<file path="config.mk">
export PLATFORM = sky130hd
export DESIGN_NAME = vc_mesh_rd_edge_flat
export DESIGN_NICKNAME = d
export VERILOG_FILES = /design/src/rtl/vc_mesh_rd_edge_pkg.sv /design/src/rtl/vc_mesh_rd_edge_if.sv /design/src/rtl/vc_edge_sync_fifo.sv /design/src/rtl/vc_mesh_rd_edge.sv /design/src/flat_wrapper.sv
export SDC_FILE = /design/constraint.sdc
export NUM_CORES = 1
export LEC_CHECK = 0
export CAP_MARGIN = 10
export CORE_MARGIN = 2
export CORE_UTILIZATION = 56
export DETAILED_ROUTE_END_ITERATION = 7
export PLACE_DENSITY = 0.74
export SYNTH_ARGS = -nofsm -noshare
export SYNTH_HDL_FRONTEND = slang
export SYNTH_HIERARCHICAL = 1
export SYNTH_SLANG_ARGS = --single-unit
</file>
<file path="constraint.sdc">
create_clock -name clk -period 7.5 [get_ports clk]
set_input_delay 1.5 -clock clk [delete_from_list [all_inputs] [get_ports clk]]
set_output_delay 1.5 -clock clk [all_outputs]
set_load 0.1 [all_outputs]
</file>
<file path="src/rtl/vc_mesh_rd_edge_pkg.sv">
// Shared types and direction codes for the SRAM-mesh read edge endpoint.
// A returning beat carries the original command, so its direction can be checked.
package vc_mesh_rd_edge_pkg;

  localparam logic [1:0] VEC_CACHE_WEST  = 2'b00;
  localparam logic [1:0] VEC_CACHE_EAST  = 2'b01;
  localparam logic [1:0] VEC_CACHE_SOUTH = 2'b10;
  localparam logic [1:0] VEC_CACHE_NORTH = 2'b11;

  typedef struct packed {
    logic [1:0] direction_id;
    logic [5:0] tag;
  } txnid_t;

  typedef struct packed {
    txnid_t      txnid;
    logic [23:0] addr;
  } arb_out_req_t;

  typedef struct packed {
    arb_out_req_t cmd_pld;
    logic [31:0]  data;
  } data_pld_t;

  // Overwrites the direction field so the mesh routes the beat back to this edge.
  function automatic arb_out_req_t stamp_dir(input arb_out_req_t req, input logic [1:0] dir);
    arb_out_req_t res;
    res = req;
    res.txnid.direction_id = dir;
    return res;
  endfunction

endpackage

</file>
<file path="src/rtl/vc_mesh_rd_edge_if.sv">
// Request, mesh command, mesh data and response channels of one read edge.
// The edge uses the slave modport; the requestor/mesh side uses master.
interface vc_mesh_rd_edge_if;
  import vc_mesh_rd_edge_pkg::*;

  logic         req_vld;
  logic         req_rdy;
  arb_out_req_t req_pld;
  logic         mesh_cmd_vld;
  arb_out_req_t mesh_cmd_pld;
  logic         mesh_data_vld;
  data_pld_t    mesh_data_pld;
  logic         rsp_vld;
  logic         rsp_rdy;
  data_pld_t    rsp_pld;

  modport master (
    output req_vld, req_pld, mesh_data_vld, mesh_data_pld, rsp_rdy,
    input  req_rdy, mesh_cmd_vld, mesh_cmd_pld, rsp_vld, rsp_pld
  );

  modport slave (
    input  req_vld, req_pld, mesh_data_vld, mesh_data_pld, rsp_rdy,
    output req_rdy, mesh_cmd_vld, mesh_cmd_pld, rsp_vld, rsp_pld
  );
endinterface

</file>
<file path="src/rtl/vc_edge_sync_fifo.sv">
// Flop-based synchronous FIFO; head entry read straight out of the storage flops.
// A pop on a full FIFO frees the slot for a same-cycle write.
module vc_edge_sync_fifo #(
  parameter int WIDTH = 8,
  parameter int DEPTH = 8
) (
  input  logic             clk,
  input  logic             rst_n,
  input  logic             wr_en,
  input  logic [WIDTH-1:0] wr_data,
  output logic             full,
  input  logic             rd_en,
  output logic [WIDTH-1:0] rd_data,
  output logic             empty
);
  localparam int AW = $clog2(DEPTH);

  logic [AW:0]      wr_ptr_r;
  logic [AW:0]      rd_ptr_r;
  logic [WIDTH-1:0] mem_r [DEPTH];
  logic             wr_fire_s;
  logic             rd_fire_s;

  assign empty     = (wr_ptr_r == rd_ptr_r);
  assign full      = (wr_ptr_r[AW] != rd_ptr_r[AW]) && (wr_ptr_r[AW-1:0] == rd_ptr_r[AW-1:0]);
  assign rd_fire_s = rd_en & ~empty;
  assign wr_fire_s = wr_en & (~full | rd_fire_s);
  assign rd_data   = mem_r[rd_ptr_r[AW-1:0]];

  // Pointer advance on each accepted write and pop.
  always_ff @(posedge clk or negedge rst_n) begin
    if (!rst_n) begin
      wr_ptr_r <= {(AW+1){1'b0}};
      rd_ptr_r <= {(AW+1){1'b0}};
    end else begin
      if (wr_fire_s) wr_ptr_r <= wr_ptr_r + (AW+1)'(1);
      if (rd_fire_s) rd_ptr_r <= rd_ptr_r + (AW+1)'(1);
    end
  end

  // Storage write.
  always_ff @(posedge clk or negedge rst_n) begin
    if (!rst_n) begin
      for (int i = 0; i < DEPTH; i++) mem_r[i] <= {WIDTH{1'b0}};
    end else if (wr_fire_s) begin
      mem_r[wr_ptr_r[AW-1:0]] <= wr_data;
    end
  end
endmodule

</file>
<file path="src/rtl/vc_mesh_rd_edge.sv">
// Read edge endpoint of the xy-switch SRAM mesh: credit-gated cmd injection,
// direction-filtered return buffering and a valid/ready response port.
module vc_mesh_rd_edge
  import vc_mesh_rd_edge_pkg::*;
#(
  parameter logic [1:0] DIR_ID = VEC_CACHE_WEST,
  parameter int         DEPTH  = 8,
  parameter int         CNT_W  = $clog2(DEPTH + 1)
) (
  input  logic                 clk,
  input  logic                 rst_n,
  vc_mesh_rd_edge_if.slave     bus,
  output logic                 idle,
  output logic                 err_overflow,
  output logic                 err_dir
);
  localparam logic [CNT_W-1:0] CREDIT_MAX = CNT_W'(DEPTH);

  logic [CNT_W-1:0]  credit_r;
  logic              mesh_cmd_vld_r;
  arb_out_req_t      mesh_cmd_pld_r;
  logic              err_overflow_r;
  logic              err_dir_r;
  logic              req_rdy_s;
  logic              issue_s;
  logic              pop_s;
  logic              dir_ok_s;
  logic              wr_en_s;
  logic              fifo_full_s;
  logic              fifo_empty_s;
  logic [$bits(data_pld_t)-1:0] rd_data_s;

  // Credits count free return slots: in-flight reads plus buffered beats consume one each.
  assign req_rdy_s = (credit_r != {CNT_W{1'b0}});
  assign issue_s   = bus.req_vld & req_rdy_s;
  assign pop_s     = ~fifo_empty_s & bus.rsp_rdy;
  assign dir_ok_s  = (bus.mesh_data_pld.cmd_pld.txnid.direction_id == DIR_ID);
  assign wr_en_s   = bus.mesh_data_vld & dir_ok_s;

  assign bus.req_rdy      = req_rdy_s;
  assign bus.mesh_cmd_vld = mesh_cmd_vld_r;
  assign bus.mesh_cmd_pld = mesh_cmd_pld_r;
  assign bus.rsp_vld      = ~fifo_empty_s;
  assign bus.rsp_pld      = data_pld_t'(rd_data_s);
  assign idle             = (credit_r == CREDIT_MAX);
  assign err_overflow     = err_overflow_r;
  assign err_dir          = err_dir_r;

  // Credit counter: issue takes a slot, pop returns one.
  always_ff @(posedge clk or negedge rst_n) begin
    if (!rst_n) begin
      credit_r <= CREDIT_MAX;
    end else begin
      case ({issue_s, pop_s})
        2'b10:   credit_r <= credit_r - CNT_W'(1);
        2'b01:   credit_r <= credit_r + CNT_W'(1);
        default: credit_r <= credit_r;
      endcase
    end
  end

  // One-cycle cmd pulse per accepted request, stamped with this edge's direction.
  always_ff @(posedge clk or negedge rst_n) begin
    if (!rst_n) begin
      mesh_cmd_vld_r <= 1'b0;
      mesh_cmd_pld_r <= arb_out_req_t'({$bits(arb_out_req_t){1'b0}});
    end else begin
      mesh_cmd_vld_r <= issue_s;
      if (issue_s) mesh_cmd_pld_r <= stamp_dir(bus.req_pld, DIR_ID);
    end
  end

  // Sticky fault flags; a full buffer with a same-cycle pop still takes the beat.
  always_ff @(posedge clk or negedge rst_n) begin
    if (!rst_n) begin
      err_overflow_r <= 1'b0;
      err_dir_r      <= 1'b0;
    end else begin
      if (wr_en_s & fifo_full_s & ~pop_s)   err_overflow_r <= 1'b1;
      if (bus.mesh_data_vld & ~dir_ok_s)    err_dir_r      <= 1'b1;
    end
  end

  vc_edge_sync_fifo #(
    .WIDTH ($bits(data_pld_t)),
    .DEPTH (DEPTH)
  ) u_ret_fifo (
    .clk     (clk),
    .rst_n   (rst_n),
    .wr_en   (wr_en_s),
    .wr_data (bus.mesh_data_pld),
    .full    (fifo_full_s),
    .rd_en   (bus.rsp_rdy),
    .rd_data (rd_data_s),
    .empty   (fifo_empty_s)
  );
endmodule

</file>
<file path="src/flat_wrapper.sv">
// flat-port wrapper written by rule: the top's interface ports become plain ports
module vc_mesh_rd_edge_flat import vc_mesh_rd_edge_pkg::*;
#(
  parameter logic [1:0] DIR_ID = VEC_CACHE_WEST,
  parameter int         DEPTH  = 8,
  parameter int         CNT_W  = $clog2(DEPTH + 1)
)
  (clk, rst_n, idle, err_overflow, err_dir, bus_req_vld, bus_req_pld, bus_mesh_data_vld, bus_mesh_data_pld, bus_rsp_rdy, bus_req_rdy, bus_mesh_cmd_vld, bus_mesh_cmd_pld, bus_rsp_vld, bus_rsp_pld);
  vc_mesh_rd_edge_if bus_i ();
  input  logic clk;
  input  logic rst_n;
  output logic idle;
  output logic err_overflow;
  output logic err_dir;
  input wire logic [$bits(bus_i.req_vld)-1:0] bus_req_vld;
  input wire logic [$bits(bus_i.req_pld)-1:0] bus_req_pld;
  input wire logic [$bits(bus_i.mesh_data_vld)-1:0] bus_mesh_data_vld;
  input wire logic [$bits(bus_i.mesh_data_pld)-1:0] bus_mesh_data_pld;
  input wire logic [$bits(bus_i.rsp_rdy)-1:0] bus_rsp_rdy;
  output wire logic [$bits(bus_i.req_rdy)-1:0] bus_req_rdy;
  output wire logic [$bits(bus_i.mesh_cmd_vld)-1:0] bus_mesh_cmd_vld;
  output wire logic [$bits(bus_i.mesh_cmd_pld)-1:0] bus_mesh_cmd_pld;
  output wire logic [$bits(bus_i.rsp_vld)-1:0] bus_rsp_vld;
  output wire logic [$bits(bus_i.rsp_pld)-1:0] bus_rsp_pld;
  assign bus_i.req_vld = bus_req_vld;
  assign bus_i.req_pld = bus_req_pld;
  assign bus_i.mesh_data_vld = bus_mesh_data_vld;
  assign bus_i.mesh_data_pld = bus_mesh_data_pld;
  assign bus_i.rsp_rdy = bus_rsp_rdy;
  assign bus_req_rdy = bus_i.req_rdy;
  assign bus_mesh_cmd_vld = bus_i.mesh_cmd_vld;
  assign bus_mesh_cmd_pld = bus_i.mesh_cmd_pld;
  assign bus_rsp_vld = bus_i.rsp_vld;
  assign bus_rsp_pld = bus_i.rsp_pld;
  vc_mesh_rd_edge #(.DIR_ID(DIR_ID), .DEPTH(DEPTH), .CNT_W(CNT_W)) u_core (.clk(clk), .rst_n(rst_n), .bus(bus_i), .idle(idle), .err_overflow(err_overflow), .err_dir(err_dir));
endmodule
</file>
# Yosys cells after proc, flatten, opt, wreduce, memory -nomap -nowiden
# Cells that the tools add are included.
# word_totals
out_inout_bits	102
input_bits	101
elab_cells	55
ff_bits	557
# op_classes
reduce_logical	5
bitwise_logic	14
n_lt_le_gt_ge	3
n_mux	7
n_eq_ne	6
addsub	4
# ops
cell	n
512-bit bitwise mux	1
64-bit binary-select mux with 3-bit select	1
64-bit demux with 3-bit select	1
64-bit 2-to-1 mux	3
4-bit by 1-bit adder with 4-bit output, second input constant	3
4-bit greater-or-equal comparator, second input constant	2
3-bit inverter with 4-bit output	2
4-bit case mux with 2 select lines	1
1-bit bitwise AND	7
4-bit equality test	1
4-bit equality test, second input constant	1
4-bit by 1-bit < comparator with 1-bit output, second input constant	1
1-bit inverter	4
4-bit nonzero test	1
4-bit by 1-bit subtractor with 4-bit output, second input constant	1
3-bit equality test	1
2-bit by 1-bit equality test with 1-bit output, second input constant	1
2-bit equality test, second input constant	1
1-bit logical AND	2
2-bit zero test	1
2-bit nonzero test	1
1-bit != test	1
1-bit OR	1

# Longest topological paths before layout
# Gate-level depths: netlist of the first run.
# depth
word_depth	6
mapped_depth	11
ltp_nobuf	10

# Hierarchy
# Netlist of the first run, hierarchy kept.
# by_module_without_submodules
mod	area_each_um2	n_inst	seq_area_each_um2	cells_each
vc_edge_sync_fifo	23513.8	1	13012.5	1360
vc_mesh_rd_edge	1724.2	1	927.1	108

# Worst setup path before layout of the first run
# No wires, ideal clock.
# synth_path
path_type	register to output
start	register u_core.credit_r[3]
end	output port idle
t_arrival_ps	3634
n_path_buf	0
t_required_ps	6000
path_slack_ps	2366
path_stages_with_launch	2
cell_sequence	dfstp_2 > nor4b_1
# synth_between
elab_chain_len	1
# synth_rtl
element	line	rtl
start, declared	vc_mesh_rd_edge.sv:19	logic [CNT_W-1:0] credit_r;
start signal, assigned	vc_mesh_rd_edge.sv:55	2'b10: credit_r <= credit_r - CNT_W'(1);
start signal, assigned	vc_mesh_rd_edge.sv:56	2'b01: credit_r <= credit_r + CNT_W'(1);
start signal, assigned	vc_mesh_rd_edge.sv:57	default: credit_r <= credit_r;
4-bit equality test	vc_mesh_rd_edge.sv:45	assign idle = (credit_r == CREDIT_MAX);
end, declared	flat_wrapper.sv:12	output logic idle;
# No other way between the ends.

# Worst setup path after layout of the first run
# layout_path
start	register u_core.u_ret_fifo.rd_ptr_r[0]
end	output port bus_rsp_pld[12]
# layout_between
elab_chain_len	4
# layout_rtl
element	line	rtl
start, declared	vc_edge_sync_fifo.sv:19	logic [AW:0] rd_ptr_r;
start signal, assigned	vc_edge_sync_fifo.sv:34	rd_ptr_r <= {(AW+1){1'b0}};
start signal, assigned	vc_edge_sync_fifo.sv:37	if (rd_fire_s) rd_ptr_r <= rd_ptr_r + (AW+1)'(1);
3-bit inverter with 4-bit output (not written as such)	vc_edge_sync_fifo.sv:28	assign rd_data = mem_r[rd_ptr_r[AW-1:0]];
64-bit binary-select mux with 3-bit select	vc_edge_sync_fifo.sv:28	
64-bit 2-to-1 mux (not written as such) (2 in a row)	vc_edge_sync_fifo.sv:28	
end, declared	flat_wrapper.sv:24	output wire logic [$bits(bus_i.rsp_pld)-1:0] bus_rsp_pld;
# No other way between the ends. The select of a mux whose other input is x is not followed.

==> flow_metrics.tcl, run 1 <==
set metrics [dict create \
    pin_count 203 \
    r2r_slack_ps 2870 \
    antenna_found_initial 3 \
    status "finished clean" \
    max_freq_mhz 178.7 \
    cts-buffers-inserted 57 \
    die_x_um 216.3 \
    crit_end "bus_rsp_pld[12]" \
    start_kind "flop" \
    initialDrtViolationCount 700 \
    avgRoutedWirePerCell_um 22.92 \
    hold_violations 0 \
    cp.arrival_ps 4100 \
    synthToLayoutAreaGrowth_pct 16.94 \
    viasPerCell 5.851 \
    rsz0062_at_grt "false" \
    slowest_delay_ps 1160 \
    yosysWarnings 6 \
    grt_pass1_wl_um 85060 \
    cts_resized 0 \
    hold_class "flop to flop" \
    tns_ps 0 \
    r2r_end "u_core/u_ret_fifo/mem_r[25]" \
    crit_required_ps 6000 \
    die_h_um 216.3 \
    firstDrtPassIters 4 \
    synth_ff_type "dfrtp_1" \
    cts-root-buf "clkbuf_16" \
    r2r_start "u_core/u_ret_fifo/rd_ptr_r[1]" \
    yosys.area.top_type "dfrtp_1" \
    synth-seq-area-share_pct 55.23 \
    port_buffers 198 \
    avgSynthCellArea_sq_um 17.19 \
    dp_hpwl_um 30130 \
    synth_cell_types 42 \
    core-area_sq_um 44320 \
    crit_fanout 50 \
    grt.total_usage_pct 23.26 \
    fin_crit_ps 5596 \
    ys_ff_latch 557 \
    fillers 3084 \
    reg2reg_depth 6 \
    grt_overflow 0 \
    start_util_pct 56.95 \
    netlist_area_sq_um 25240 \
    synth_area_leaders "dfrtp_1 55%, mux2_2 23%, mux4_2 11%" \
    cts.sinks 557 \
    clkLatencyLatePin_ps 600 \
    vias 13400 \
    cp_cell_sequence "buf_12 > mux4_2 > mux2_2 > clkdlybuf4s50_1" \
    cts_tree "done" \
    place_ws_ps 2449 \
    setup_ws_ps 1904 \
    synthCells 1468 \
    async_reset_ff_share_pct 100.0 \
    yosysTopAreaCellShare_pct 55.13 \
    finalWirelength_um 52490 \
    drc 0 \
    crit_path_end_kind "output pin" \
    grt_start_max_net_pins 178 \
    post_cts_buffers 0 \
    layout.nets 1759 \
    path_class "flop to output pin" \
    setup_viol_count_final 0 \
    h-tree-depth 2 \
    drive_gt1_share_pct 50.74 \
    gp_congestion 0.7619 \
    postCtsHoldBufs 0 \
    clk_path_buf_depth 3 \
    max_slew_margin_pct 26.69 \
    dieArea_sq_um 46780 \
    tightest_slew_ps 1100 \
    drv_slew 0 \
    cap_violations 0 \
    timing.hold.ws_ps 457.0 \
    cp_slowest_cell "dfrtp_4" \
    fin_skew_ps 20.88 \
    fin_crit_sh_pct 74.61 \
    final_antenna_net_count 0 \
    num_rows 77 \
    grt_pass1_vias 14860 \
    startpoint "u_core/u_ret_fifo/rd_ptr_r[0]" \
    synth_edf_count 0 \
    clkTransAtPathRegs_ps 60 \
]
==> placed cells by master (no fill, tap or decap), types with 2 or more instances in the layout <==
cell and count:
a21oi_1 2, buf_12 8, buf_4 14, clkbuf_1 15
clkbuf_16 59, clkbuf_8 15, clkdlybuf4s50_1 197, clkinv_2 9
conb_1 2, dfrtp_1 553, dfrtp_4 3, diode_2 3
ha_1 5, inv_1 5, mux2_1 3, mux2_2 518
mux2_4 88, mux4_2 128, nand2_1 5, nand2b_1 3
nand3_1 4, nand4_1 2, nor2_1 6, nor2b_1 2
nor3_1 3, o211ai_1 3, o21ai_0 3, o21ai_4 8
xnor2_1 10, xnor2_2 2
==> cell type report <==
type,instances,area (sq um),area share [%]
Multi-Input combinational cell,811,10700,36.25
Tap cell,592,740.7,2.510
Clock buffer,89,1739,5.893
Sequential cell,557,13950,47.27
Inverter,5,18.77,0.06359
Timing Repair Buffer,220,2252,7.631
Antenna cell,3,7.507,0.02544
Clock inverter,13,103.9,0.3519
==> metal layers <==
| metal | vias up | global-route usage (%) | share of wire [%] |
|---|---|---|---|
| met5 | - | 0 | 0.044 |
| met4 | 4 | 5.411 | 1.6 |
| met3 | 57 | 4.084 | 4.1 |
| met2 | 199 | 38.64 | 50 |
| met1 | 7285 | 32.32 | 44 |
| li1 | 5854 | - | - |
==> kinds of logic after synthesis <==
logic type / after synthesis / share of synthesized area [%]
simple gates: 34 / 0.8032
flops: 557 / 55.23
fa+ha+maj: 6 / 0.3272
buf+inv: 101 / 2.434
compound gates: 18 / 0.7337
other cells: 1 / 0.01486
xor+xnor: 13 / 0.5106
mux: 738 / 39.94
==> synthesized netlist by cell type, types with 2 or more instances <==
cell type and count:
nand4_1 2, dfrtp_1 556, nand3_1 4, mux2_4 88, o211ai_1 3, mux2_2 518
a21oi_1 2, inv_1 5, xnor2_2 2, buf_2 56, xnor2_1 10, ha_1 5
buf_12 9, o21ai_0 4, buf_4 3, nand2b_1 3, mux2_1 3, o21ai_4 7
mux4_2 128, nor2b_1 2, nand2_1 5, clkbuf_1 20, nor3_1 3, nor2_1 6
buf_1 7
==> state kept, by name, summed over array words and instances, names as in the netlist <==
signal,count
u_core/bus.mesh_cmd_vld,1
u_core/bus.mesh_cmd_pld,30
u_core/credit_r,4
u_core/u_ret_fifo/wr_ptr_r,4
u_core/u_ret_fifo/rd_ptr_r,4
u_core/err_dir,1
u_core/err_overflow,1
u_core/u_ret_fifo/mem_r,512
==> through the flow <==
stage / area [sq um] / util (%) / std cells
after CTS: 29500 / 66.58 / 2287
final: 29510 / 66.59 / 2290
after global placement: 27660 / 62.42 / 2185
after detailed placement: 27660 / 62.42 / 2185
after floorplan: 25240 / - / 1469
after global routing: 29510 / 66.58 / 2288
==> worst min-delay path by stage <==
stage,from,endpoint,cells after the start
2_1_floorplan,u_core/u_ret_fifo/mem_r[128],u_core/u_ret_fifo/mem_r[128],1
3_3_place_gp,u_core/err_overflow,u_core/err_overflow,1
3_5_place_dp,u_core/err_overflow,u_core/err_overflow,1
4_1_cts,u_core/err_overflow,u_core/err_overflow,1
5_1_grt,u_core/err_overflow,u_core/err_overflow,1
6_report,u_core/err_overflow,u_core/err_overflow,1
==> critical path, delay by kind of cell (launching register included) <==
family | cells | cell delay (ps)
buf+inv | 2 | 1410
flops | 1 | 1160
mux | 2 | 870
Power of run 1 is not shown: default switching activity piles up to over one toggle a cycle in this logic, so the estimate is an artifact.
==> run 2: changes to the inputs <==
Clock period 7.5 ns to 5.3 ns, I/O delays scaled along.
==> flow_metrics.tcl, run 2 (same netlist as run 1, synthesis figures left out) <==
set metrics [dict create \
    crit_required_ps 4240 \
    vias 13370 \
    initialDrtViolationCount 822 \
    crit_path_end_kind "output pin" \
    cp_slowest_cell "clkdlybuf4s50_1" \
    cts_tree "done" \
    synthToLayoutAreaGrowth_pct 16.74 \
    max_freq_mhz 216.8 \
    gp_congestion 0.7689 \
    core-area_sq_um 44320 \
    rsz0062_at_grt "false" \
    avgRoutedWirePerCell_um 23.13 \
    clk_path_buf_depth 3 \
    cts-buffers-inserted 57 \
    clkLatencyLatePin_ps 590 \
    final_antenna_net_count 0 \
    final_cell_mix "553 x dfrtp_1, 518 x mux2_2, 154 x clkdlybuf4s50_1" \
    finalWirelength_um 53210 \
    top_register "u_core/u_ret_fifo/mem_r" \
    cts_resized 0 \
    path_class "flop to output pin" \
    die_x_um 216.3 \
    layout.nets 1775 \
    r2r_start "u_core/u_ret_fifo/rd_ptr_r[1]" \
    max_slew_margin_pct 25.75 \
    drc 0 \
    status "finished clean" \
    r2r_slack_ps 1490 \
    min_to "u_core/err_overflow" \
    dp_hpwl_um 31550 \
    firstDrtPassIters 4 \
    drive_gt1_share_pct 53.22 \
    fin_skew_ps 9.140 \
    dieArea_sq_um 46780 \
    grt_overflow 0 \
    cp.arrival_ps 3550 \
    layout.cells.non_filler 2301 \
    num_rows 77 \
    min-delay-start "u_core/err_overflow" \
    fin_crit_ps 4613 \
    pin_count 203 \
    start_util_pct 56.95 \
    hold_violations 0 \
    grt_pass1_vias 14820 \
    setup_viol_count_final 0 \
    grt.total_usage_pct 23.51 \
    mostFrequentLayoutCell "dfrtp_1" \
    cap_violations 0 \
    cts-root-buf "clkbuf_16" \
    antenna_found_initial 1 \
    start_kind "flop" \
    post_cts_buffers 0 \
    clkTransAtPathRegs_ps 60 \
    tns_ps 0 \
    cp_cell_sequence "buf_12 > mux4_2 > mux2_2 > clkdlybuf4s50_1" \
    reg2reg_depth 7 \
    crit_fanout 32 \
    cts.sinks 557 \
    hold_path_depth 1 \
    grt_start_max_net_pins 137 \
    drv_slew 0 \
    startpoint "u_core/u_ret_fifo/rd_ptr_r[0]" \
    r2r_end "u_core/u_ret_fifo/mem_r[156]" \
    grt_pass1_wl_um 85220 \
    slowest_delay_ps 970 \
    tightest_slew_ps 1114 \
    largest_reg_flops 512 \
    port_buffers 198 \
    fin_crit_sh_pct 87.04 \
    hold_class "flop to flop" \
    die_h_um 216.3 \
    viasPerCell 5.810 \
    postCtsHoldBufs 0 \
    h-tree-depth 2 \
    place_inst 2201 \
]
## run 2: changes by cell type in the layout (fill, tap and decap cells not counted), sizes merged
cell | previous run | this run
clkdlybuf4s50 | 197 | 154
inv | 7 | 5
diode | 3 | 1
clkinv | 10 | 3
buf | 23 | 82
clkbuf | 89 | 95
## run 2: final cells by class
cell class / count / area, sq um
inverters: 5 / 18.77
clock inverters: 4 / 45.04
flip-flops and latches: 557 / 13950
multi-input cells: 811 / 10700
fillers: 3108 / 14850
diodes: 1 / 2.502
repair buffers: 236 / 2277
clock buffers: 95 / 1729
well taps: 592 / 740.7
## run 2: critical path, delay by kind of cell (launching register included)
family                 cells  cell delay, ps
buffers and inverters      2            1310
DFF                        1             750
muxes                      2             850
## run 2: through the flow
step	util, %	hold slack (ps)	instance area (sq um)	setup slack, ps
after floorplan	-	459.4	25240	606.0
after global placement	62.47	442.4	27690	1114
after detailed placement	62.47	452.1	27690	1045
after CTS	66.48	466.0	29460	611.0
after global routing	66.48	484.5	29460	561.5
final	66.48	458.6	29460	686.6
## run 2: worst max-delay path by stage
stage / end / slack, ps / depth (start not counted)
floorplan: idle / 610 / 1
global route: bus_rsp_pld[1] / 560 / 4
detailed placement: u_core/credit_r[3] / 1050 / 8
global placement: u_core/u_ret_fifo/mem_r[384] / 1110 / 4
finish: bus_rsp_pld[1] / 690 / 4
CTS: bus_rsp_pld[1] / 610 / 4
## run 2: routing by layer
layer  share of wire (%)  global-route usage [%]
met1                  46                   33.59
met2                  48                   38.07
met3                 4.2                   3.705
met4                 2.0                   6.187
met5                   0                       0
Power of run 2 is left out for the same reason.
==> run 3: changes to the inputs <==
Settings changed: SLEW_MARGIN from default to 20.
==> flow_metrics.tcl, run 3 (same netlist as run 1, synthesis figures left out) <==
set metrics [dict create \
    status "finished clean" \
    slowest_delay_ps 970 \
    dp_hpwl_um 31550 \
    multi_input_area_sq_um 10700 \
    cts.sinks 557 \
    crit_required_ps 4240 \
    fillers 3105 \
    cts-root-buf "clkbuf_16" \
    path_class "flop to output pin" \
    mostFrequentLayoutCell "dfrtp_1" \
    grt_overflow 0 \
    cap_violations 0 \
    max_freq_mhz 216.6 \
    startpoint "u_core/u_ret_fifo/rd_ptr_r[0]" \
    drv_slew 0 \
    synthToLayoutAreaGrowth_pct 16.87 \
    finalWirelength_um 53260 \
    clk_path_buf_depth 3 \
    largest_reg_flops 512 \
    drive_gt1_share_pct 53.25 \
    num_rows 77 \
    drc 0 \
    final_cell_mix "553 x dfrtp_1, 518 x mux2_2, 154 x clkdlybuf4s50_1" \
    tns_ps 0 \
    core-area_sq_um 44320 \
    setup_viol_count_final 0 \
    grt_pass1_vias 14820 \
    firstDrtPassIters 4 \
    vias 13360 \
    crit_path_end_kind "output pin" \
    dieArea_sq_um 46780 \
    postCtsHoldBufs 0 \
    grt.total_usage_pct 23.51 \
    fin_crit_ps 4616 \
    layout.nets 1776 \
    r2r_start "u_core/u_ret_fifo/rd_ptr_r[1]" \
    cp_cell_sequence "buf_12 > mux4_2 > mux2_2 > clkdlybuf4s50_1" \
    cts-buffers-inserted 57 \
    port_buffers 198 \
    post_cts_buffers 0 \
    antenna_found_initial 1 \
    die_h_um 216.3 \
    cp.arrival_ps 3560 \
    grt_pass1_wl_um 85220 \
    hold_violations 0 \
    cts_tree "done" \
    cp_slowest_cell "clkdlybuf4s50_1" \
    viasPerCell 5.799 \
    clkLatencyLatePin_ps 590 \
    fin_skew_ps 8.661 \
    top_register "u_core/u_ret_fifo/mem_r" \
    hold_class "input port to asynchronous set/reset pin" \
    seq_area_sq_um 13950 \
    avgRoutedWirePerCell_um 23.11 \
    crit_fanout 32 \
    initialDrtViolationCount 803 \
    final_antenna_net_count 0 \
    gp_congestion 0.7689 \
    pin_count 203 \
    max_slew_margin_pct 26.75 \
    clkTransAtPathRegs_ps 60 \
    rsz0062_at_grt "false" \
    start_util_pct 56.95 \
    grt_start_max_net_pins 137 \
    die_x_um 216.3 \
    fin_crit_sh_pct 87.10 \
    tightest_slew_ps 1095 \
    cts_resized 0 \
    h-tree-depth 2 \
    start_kind "flop" \
]
[run 3: cell types whose count changed in the layout (fill, tap and decap cells not counted), sizes merged]
cell	change
diode	+2
buf	+1
[run 3: final timing paths]
kind / end / slack [ps] / depth (start not counted)
min in group clk: u_core/err_overflow / 460 / 1
setup / recovery: bus_rsp_pld[1] / 680 / 4
hold reg to reg: u_core/err_overflow / 460 / 1
hold / removal: u_core/bus.mesh_cmd_pld[17] / 350 / 1
setup reg to reg: u_core/u_ret_fifo/mem_r[384] / 1490 / 6
max in group asynchronous: u_core/u_ret_fifo/mem_r[393] / 3500 / 3
[run 3: stage by stage]
stage | area [sq um] | util [%] | std cells | setup slack [ps] | hold WS [ps]
2_1_floorplan | 25240 | - | 1469 | 606.0 | 459.4
3_3_place_gp | 27690 | 62.47 | 2201 | 1114 | 442.4
3_5_place_dp | 27690 | 62.47 | 2201 | 1045 | 452.1
4_1_cts | 29460 | 66.48 | 2300 | 611.0 | 466.0
5_1_grt | 29490 | 66.54 | 2301 | 561.5 | 359.8
6_report | 29500 | 66.56 | 2304 | 683.6 | 351.5
[run 3: routing by layer]
metal  share of wire (%)  vias up  track usage, %
met3                 4.2       79           3.705
met1                  46     7173           33.59
met5                   0        -               0
met2                  48      232           38.07
met4                 2.0        0           6.187
li1                    -     5878               -
[run 3: area by class of cell]
class,instances,area share [%]
sequential,557,47.30
timing repair buffer,237,7.814
inverter,5,0.06363
multi-input combinational,811,36.27
antenna,3,0.02545
clock inverter,4,0.1527
clock buffer,95,5.862
tap,592,2.511
[run 3: critical path: cells and delay by family, from the launching register on]
kind	cells	cell delay, ps
buffers and inverters	2	1300
flip-flops	1	750
multiplexers	2	860
Power of run 3 is left out for the same reason.
